--- config.mk ---
export PLATFORM = sky130hd
export DESIGN_NAME = conv_tile_sequencer
export DESIGN_NICKNAME = d
export VERILOG_FILES = /design/src/rtl/conv_tile_sequencer.sv
export SDC_FILE = /design/constraint.sdc
export NUM_CORES = 1
export LEC_CHECK = 0
export BUFFER_PORTS_ARGS = -buffer_cell sky130_fd_sc_hd__buf_4
export CORE_UTILIZATION = 26
export CTS_BUF_LIST = sky130_fd_sc_hd__clkbuf_4 sky130_fd_sc_hd__clkbuf_8
export CTS_CLUSTER_SIZE = 24
export DETAILED_ROUTE_END_ITERATION = 8
export PLACE_DENSITY = 0.45
export SLEW_MARGIN = 20
export SYNTH_ARGS = -nofsm -noshare
export SYNTH_HDL_FRONTEND = slang
export SYNTH_SLANG_ARGS = --single-unit
export TNS_END_PERCENT = 20
--- constraint.sdc ---
create_clock -name i_clk -period 2.2 [get_ports i_clk]
set_clock_uncertainty 0.15 [all_clocks]
set_input_delay 0.33 -clock i_clk [delete_from_list [all_inputs] [get_ports i_clk]]
set_output_delay 0.33 -clock i_clk [all_outputs]
set_load 0.02 [all_outputs]
--- src/rtl/conv_tile_sequencer.sv ---
// Layer scheduler: walks the output map in tiles of up to SA_HEIGHT pixels,
// driving router clear/enable/unstall and systolic-array launch per tile.
//
// state     | meaning
// ----------+---------------------------------------------------
// S_IDLE    | waiting for i_start
// S_CLEAR   | one-cycle router counter clear
// S_LOAD    | router enabled, one row per unheld cycle
// S_START   | one-cycle systolic array launch
// S_COMPUTE | waiting for i_sa_done
// S_ADVANCE | tile bookkeeping, router unstall pulse
// S_DONE    | one-cycle layer-complete pulse
// S_ABORT   | router cleared, layer abandoned
module conv_tile_sequencer #(
  parameter int SA_HEIGHT  = 4,
  parameter int ADDR_WIDTH = 6,
  localparam int RW = $clog2(SA_HEIGHT + 1),
  localparam int TW = 2 * ADDR_WIDTH
) (
  input  logic                  i_clk,
  input  logic                  i_rst,
  input  logic                  i_start,
  input  logic                  i_abort,
  input  logic [ADDR_WIDTH-1:0] i_o_size,
  input  logic                  i_hold,
  input  logic                  i_sa_done,
  output logic                  o_router_clear,
  output logic                  o_router_en,
  output logic                  o_compute_done,
  output logic                  o_sa_start,
  output logic [RW-1:0]         o_rows_loaded,
  output logic [TW-1:0]         o_tiles_done,
  output logic                  o_busy,
  output logic                  o_done
);

  typedef enum logic [2:0] {
    S_IDLE, S_CLEAR, S_LOAD, S_START, S_COMPUTE, S_ADVANCE, S_DONE, S_ABORT
  } state_t;

  state_t        state_q, state_d;
  logic [TW-1:0] remaining_q;
  logic [RW-1:0] rows_q;
  logic [TW-1:0] tiles_q;
  logic          abort_now;
  logic          last_row;
  logic          last_pix;

  // ABORT itself always falls back to IDLE so a held abort cannot loop
  assign abort_now = i_abort && (state_q != S_IDLE) && (state_q != S_ABORT);
  assign last_row  = (rows_q == RW'(SA_HEIGHT - 1));
  assign last_pix  = (remaining_q == TW'(1));

  always_ff @(posedge i_clk or posedge i_rst) begin
    if (i_rst) state_q <= S_IDLE;
    else       state_q <= state_d;
  end

  always_comb begin
    state_d = state_q;
    if (abort_now) begin
      state_d = S_ABORT;
    end else begin
      unique case (state_q)
        S_IDLE:    if (i_start) state_d = (i_o_size == '0) ? S_DONE : S_CLEAR;
        S_CLEAR:   state_d = S_LOAD;
        S_LOAD:    if (!i_hold && (last_row || last_pix)) state_d = S_START;
        S_START:   state_d = S_COMPUTE;
        S_COMPUTE: if (i_sa_done) state_d = S_ADVANCE;
        S_ADVANCE: state_d = (remaining_q == '0) ? S_DONE : S_LOAD;
        S_DONE:    state_d = S_IDLE;
        S_ABORT:   state_d = S_IDLE;
        default:   state_d = S_IDLE;
      endcase
    end
  end

  always_comb begin
    o_router_clear = (state_q == S_CLEAR) || (state_q == S_ABORT);
    o_router_en    = (state_q == S_LOAD) && !i_hold;
    o_sa_start     = (state_q == S_START);
    o_compute_done = (state_q == S_ADVANCE);
    o_done         = (state_q == S_DONE);
    o_busy         = (state_q != S_IDLE);
  end

  // Counters freeze on the abort cycle so the abandoned layer stays visible
  always_ff @(posedge i_clk or posedge i_rst) begin
    if (i_rst) begin
      remaining_q <= '0;
      rows_q      <= '0;
      tiles_q     <= '0;
    end else if (!abort_now) begin
      case (state_q)
        S_IDLE: if (i_start) begin
          remaining_q <= TW'(i_o_size) * TW'(i_o_size);
          rows_q      <= '0;
          tiles_q     <= '0;
        end
        S_LOAD: if (!i_hold) begin
          rows_q      <= rows_q + RW'(1);
          remaining_q <= remaining_q - TW'(1);
        end
        S_ADVANCE: begin
          tiles_q <= tiles_q + TW'(1);
          rows_q  <= '0;
        end
        default: ;
      endcase
    end
  end

  assign o_rows_loaded = rows_q;
  assign o_tiles_done  = tiles_q;

endmodule
Word-level counts from Yosys, hierarchy flattened
Index checks and enable logic that the tools add are counted.
Widths: inputs -> output; s select.
{"block": "totals", "reg_bits": 30, "input_bits": 12, "out_inout_bits": 21, "wordCells": 58}
{"block": "op_classes", "add_sub_neg": 3, "multipliers": 1, "n_eq_ne": 15, "n_mux": 15, "bitwise_logic": 1, "reduce_logical": 19}
{"operator": "$pmux 12 s2", "n": 2}
{"operator": "$mux 12", "n": 3}
{"operator": "$mux 3", "n": 8}
{"operator": "$pmux 3 s7", "n": 1}
{"operator": "$add 12x1->12 const B", "n": 1}
{"operator": "$eq 12x1->1 const B", "n": 1}
{"operator": "$eq 3x3->1 const B", "n": 4}
{"operator": "$logic_not 12->1", "n": 1}
{"operator": "$mul 6x6->12", "n": 1}
{"operator": "$ne 3x3->1 const B", "n": 4}
{"operator": "$sub 12x1->12 const B", "n": 1}
{"operator": "$eq 3x2->1 const B", "n": 3}
{"operator": "$pmux 3 s3", "n": 1}
{"operator": "$reduce_and 4->1", "n": 2}
{"operator": "$logic_not 6->1", "n": 1}
{"operator": "$reduce_and 3->1", "n": 2}
{"operator": "$reduce_bool 3->1", "n": 2}
{"operator": "$logic_and 1x1->1", "n": 4}
{"operator": "$ne 2x2->1 const B", "n": 2}
{"operator": "$reduce_bool 2->1", "n": 2}
{"operator": "$add 3x1->3 const B", "n": 1}
{"operator": "$eq 3x1->1 const B", "n": 1}
{"operator": "$logic_not 3->1", "n": 1}
{"operator": "$logic_or 1x1->1", "n": 2}
{"operator": "other kinds (3)", "n": 3}

Longest topological paths before layout
{"block": "depth", "ltp_word": 6, "depth_mapped": 14, "mapped_depth_nobuf": 14}

Worst setup path after synthesis
OpenSTA, ideal clock, no wires.
{"block": "synth_timing", "path_type": "in2reg", "startpoint": "input port i_o_size[3]", "endpoint": "register remaining_q[9]", "setup_ps": 138, "t_arrival_ps": 3439, "required_ps": 1912, "setup_slack_ps": -1527, "stages": 14, "n_path_buf": 1, "path_cell_list": "clkbuf_1 -> inv_1 -> nor2_1 -> fa_1 -> inv_1 -> fa_1 -> fa_1 -> inv_1 -> ha_1 -> a211oi_1 -> o21bai_1 -> a21oi_1 -> xor2_1 -> o221ai_1"}
{"block": "synth_between", "elab_chain_len": 3}
{"item": "from (decl)", "line": "24", "source": "input logic [ADDR_WIDTH-1:0] i_o_size,"}
{"item": "$mul 6x6->12", "line": "96", "source": "remaining_q <= TW'(i_o_size) * TW'(i_o_size);"}
{"item": "$mux 12", "line": "95", "source": "S_IDLE: if (i_start) begin"}
{"item": "$pmux 12 s2", "line": "94", "source": "case (state_q)"}
{"item": "to (signal assigned)", "line": "96"}
{"item": "to (signal assigned)", "line": "102", "source": "remaining_q <= remaining_q - TW'(1);"}
{"item": "to (decl)", "line": "42", "source": "logic [TW-1:0] remaining_q;"}
No other way between the ends. The select of a mux whose other input is x is not followed.
A chain may end at the register's enable or synchronous reset.

Final worst setup path
{"block": "layout_timing", "startpoint": "input port i_o_size[5]", "endpoint": "register remaining_q[9]"}
The elaborated chain is that of the path after synthesis.

==> flow_metrics.env <==
export IMPL_leakage_nw=1.65
export IMPL_die_w_microns=102
export IMPL_num_antenna_cells=0
export IMPL_routed_wl_microns=6840
export IMPL_drc=0
export IMPL_synth_nets=358
export IMPL_seq_area_frac_synth_pct=28.6
export IMPL_start_util_pct=26.9
export IMPL_worst_slew_pin_transition_ns=0.521
export IMPL_grt_pass1_vias=2435
export IMPL_first_pass_iters=4
export IMPL_reg2reg_slack_ns=0.06
export IMPL_clk_path_buf_depth=2
export IMPL_fillers=1031
export IMPL_reg2regPathDepth=7
export IMPL_period_share_pct=146
export IMPL_hold_end="o_rows_loaded[1]"
export IMPL_cp_startpoint="i_o_size[5]"
export IMPL_yosys_top_cells_area="dfrtp_1 (29%), ha_1 (8.6%), fa_1 (6.1%)"
export IMPL_fin_area_sq_um=3500
export IMPL_synth_cell_types=56
export IMPL_grt_max_degree=31
export IMPL_cts_buffers=5
export IMPL_dp_hpwl_microns=5370
export IMPL_r2r_start="remaining_q[1]"
export IMPL_dieArea_sq_um=10500
export IMPL_cp_max_fo=4
export IMPL_place_inst=514
export IMPL_synth_largest_area_cell="dfrtp_1"
export IMPL_vias=2454
export IMPL_status="complete, but fails checks"
export IMPL_finalWorstSetupSlack_ns=-1.00
export IMPL_cap_violations=0
export IMPL_async_flop_share_pct=100
export IMPL_fin_nets=427
export IMPL_io_buffers=32
export IMPL_cts_num_sinks=30
export IMPL_synth_edf_count=0
export IMPL_violations="setup timing"
export IMPL_place_congestion=0.800
export IMPL_clk_pin_slew_ns=0.07
export IMPL_fmax_mhz=312
export IMPL_postCtsSetupBuffers=0
export IMPL_cts_tree="done"
export IMPL_rsz0062_at_grt="true"
export IMPL_layout_common_cells="buf_4 (72), nor2_1 (36), dfrtp_1 (30)"
export IMPL_core_area_sq_um=9770
export IMPL_setup_violations_final=8
export IMPL_clkLatencyLatePin_ns=0.28
export IMPL_detail_route_antenna_nets=0
export IMPL_rows=36
export IMPL_holdCritPathClass="in -> reg"
export IMPL_crit_type="in -> reg"
export IMPL_irDropWorstVdd_mv=0.351
export IMPL_p_per_area_nw_per_um2=1070
export IMPL_htreeDepth=2
export IMPL_drtIter0Drc=113
export IMPL_hold_depth=4
export IMPL_gr_total_overflow=0
export IMPL_critPathCaptureType="register"
export IMPL_synth_area_sq_um=2630
export IMPL_crit_required_ns=2.20
export IMPL_cts_root_buf="clkbuf_8"
export IMPL_r2r_end="remaining_q[10]"
export IMPL_relSlewSlack_pct=65.0
export IMPL_grt_usage_pct=14.1
export IMPL_min_period_ns=3.20
export IMPL_place_area_sq_um=3340
export IMPL_layout_commonest_cell="buf_4"
export IMPL_syn2layout_area_growth_pct=33.5
export IMPL_ys_warn_count=0
export IMPL_ys_ff_latch=30
export IMPL_final_max_slew_violation_count=0
export IMPL_grt_first_pass_wirelength_microns=11700
export IMPL_fin_cells=522
export IMPL_wl_per_cell_microns=13.1
export IMPL_ios=33
export IMPL_crit_arrival_ns=3.21
export IMPL_drive_gt1_share_pct=28.0
export IMPL_routed_via_density=4.70
export IMPL_synth_ff_type="dfrtp_1"
export IMPL_fin_util_pct=35.8
export IMPL_startpoint_type="input port"
export IMPL_antenna_found_initial=0
export IMPL_hold_viol=0
export IMPL_syn_inst=320
export IMPL_synth_area_per_cell_sq_um=8.20
export IMPL_synth_top_area_share_pct=28.6
export IMPL_worstHoldStart="i_hold"
export IMPL_die_height_microns=102
[where the power goes]
group	switching (mW)	internal, mW	leakage (nW)
logic	1.19	1.03	1.20
clock network	0.220	0.362	0.0573
registers	0.190	0.747	0.391
[cell usage after synthesis, types with 2 or more instances]
cell type  count
nor2_1        37
inv_1         31
dfrtp_1       30
o21ai_0       24
nand2_1       23
ha_1          18
a21oi_1       15
and2_1        12
nand3_1       10
nor3_1         9
fa_1           8
xnor2_1        7
clkbuf_1       6
o31ai_1        6
a21o_1         5
nand2b_1       5
nor2b_1        5
a31oi_1        4
and3_1         4
mux2i_1        4
o221ai_1       4
xor2_1         4
buf_2          3
nand4_1        3
o21a_1         3
o22ai_1        3
a221oi_1       2
buf_1          2
buf_4          2
nor3b_1        2
o21ai_1        2
o22a_1         2
or3_1          2
[sequential cells by signal, indices dropped and copies added (netlist names)]
signal	count
o_tiles_done	12
remaining_q	12
o_rows_loaded	3
state_q	3
[final cells by class]
cell class                      instances  area, sq um  area share [%]
Tap cell                              133          166            4.75
Inverter                               31          124            3.54
Clock buffer                            6         82.6            2.36
Timing Repair Buffer                   75          573            16.4
Multi-Input combinational cell        246         1780            50.7
Sequential cell                        30          751            21.4
Clock inverter                          1         30.0           0.857
[worst max-delay path by stage]
stage | endpoint | slack, ns | depth (start not counted)
floorplan | remaining_q[9] | -1.17 | 14
global placement | remaining_q[9] | -1.34 | 13
detailed placement | remaining_q[9] | -1.40 | 13
CTS | remaining_q[9] | -1.03 | 13
global route | remaining_q[10] | -1.16 | 13
finish | remaining_q[9] | -1.00 | 13
[critical path, cell delays in order]
cell	delay [ns]
buf_6	0.09
and2_4	0.15
fa_1	0.54
inv_2	0.05
fa_1	0.47
fa_1	0.53
inv_2	0.05
ha_4	0.22
a211oi_2	0.22
o21bai_1	0.10
a21oi_1	0.16
xor2_1	0.16
o221ai_1	0.13
[layer usage]
layer	GRT usage [%]	vias to the layer above	wire [microns]	part of all wire [%]
met5	0	-	0	0
met1	19.0	1153	3420	50
li1	-	1263	-	-
met3	2.05	7	120	1.8
met2	23.4	31	3230	47
met4	4.18	0	72	1.1
[repair_timing]
item,CTS,global route
pin swaps,8,4
resized for setup,8,5
endpoints found under the setup margin,8,9
hold buffers,1,0
hold endpoints to repair,18,0
[per-stage QoR]
step | power, mW | hold slack, ns | setup TNS (ns) | setup WS [ns]
floorplan | 2.35 | 0.271 | -7.76 | -1.17
global placement | 3.11 | 0.303 | -9.60 | -1.34
detailed placement | 3.12 | 0.308 | -9.90 | -1.40
CTS | 3.75 | 0.253 | -6.89 | -1.03
global route | 4.08 | 0.266 | -7.70 | -1.16
finish | 3.73 | 0.261 | -6.80 | -1.00
[cell families after synthesis]
family / synth area share [%]
buffers and inverters: 6.72
xor gates and xnor gates: 3.67
muxes: 1.95
AOI/OAI and AO/OA: 19.8
and+or+nand+nor: 24.5
DFF: 28.6
adders and majority gates: 14.7
Power figures use the tool's default switching activity.
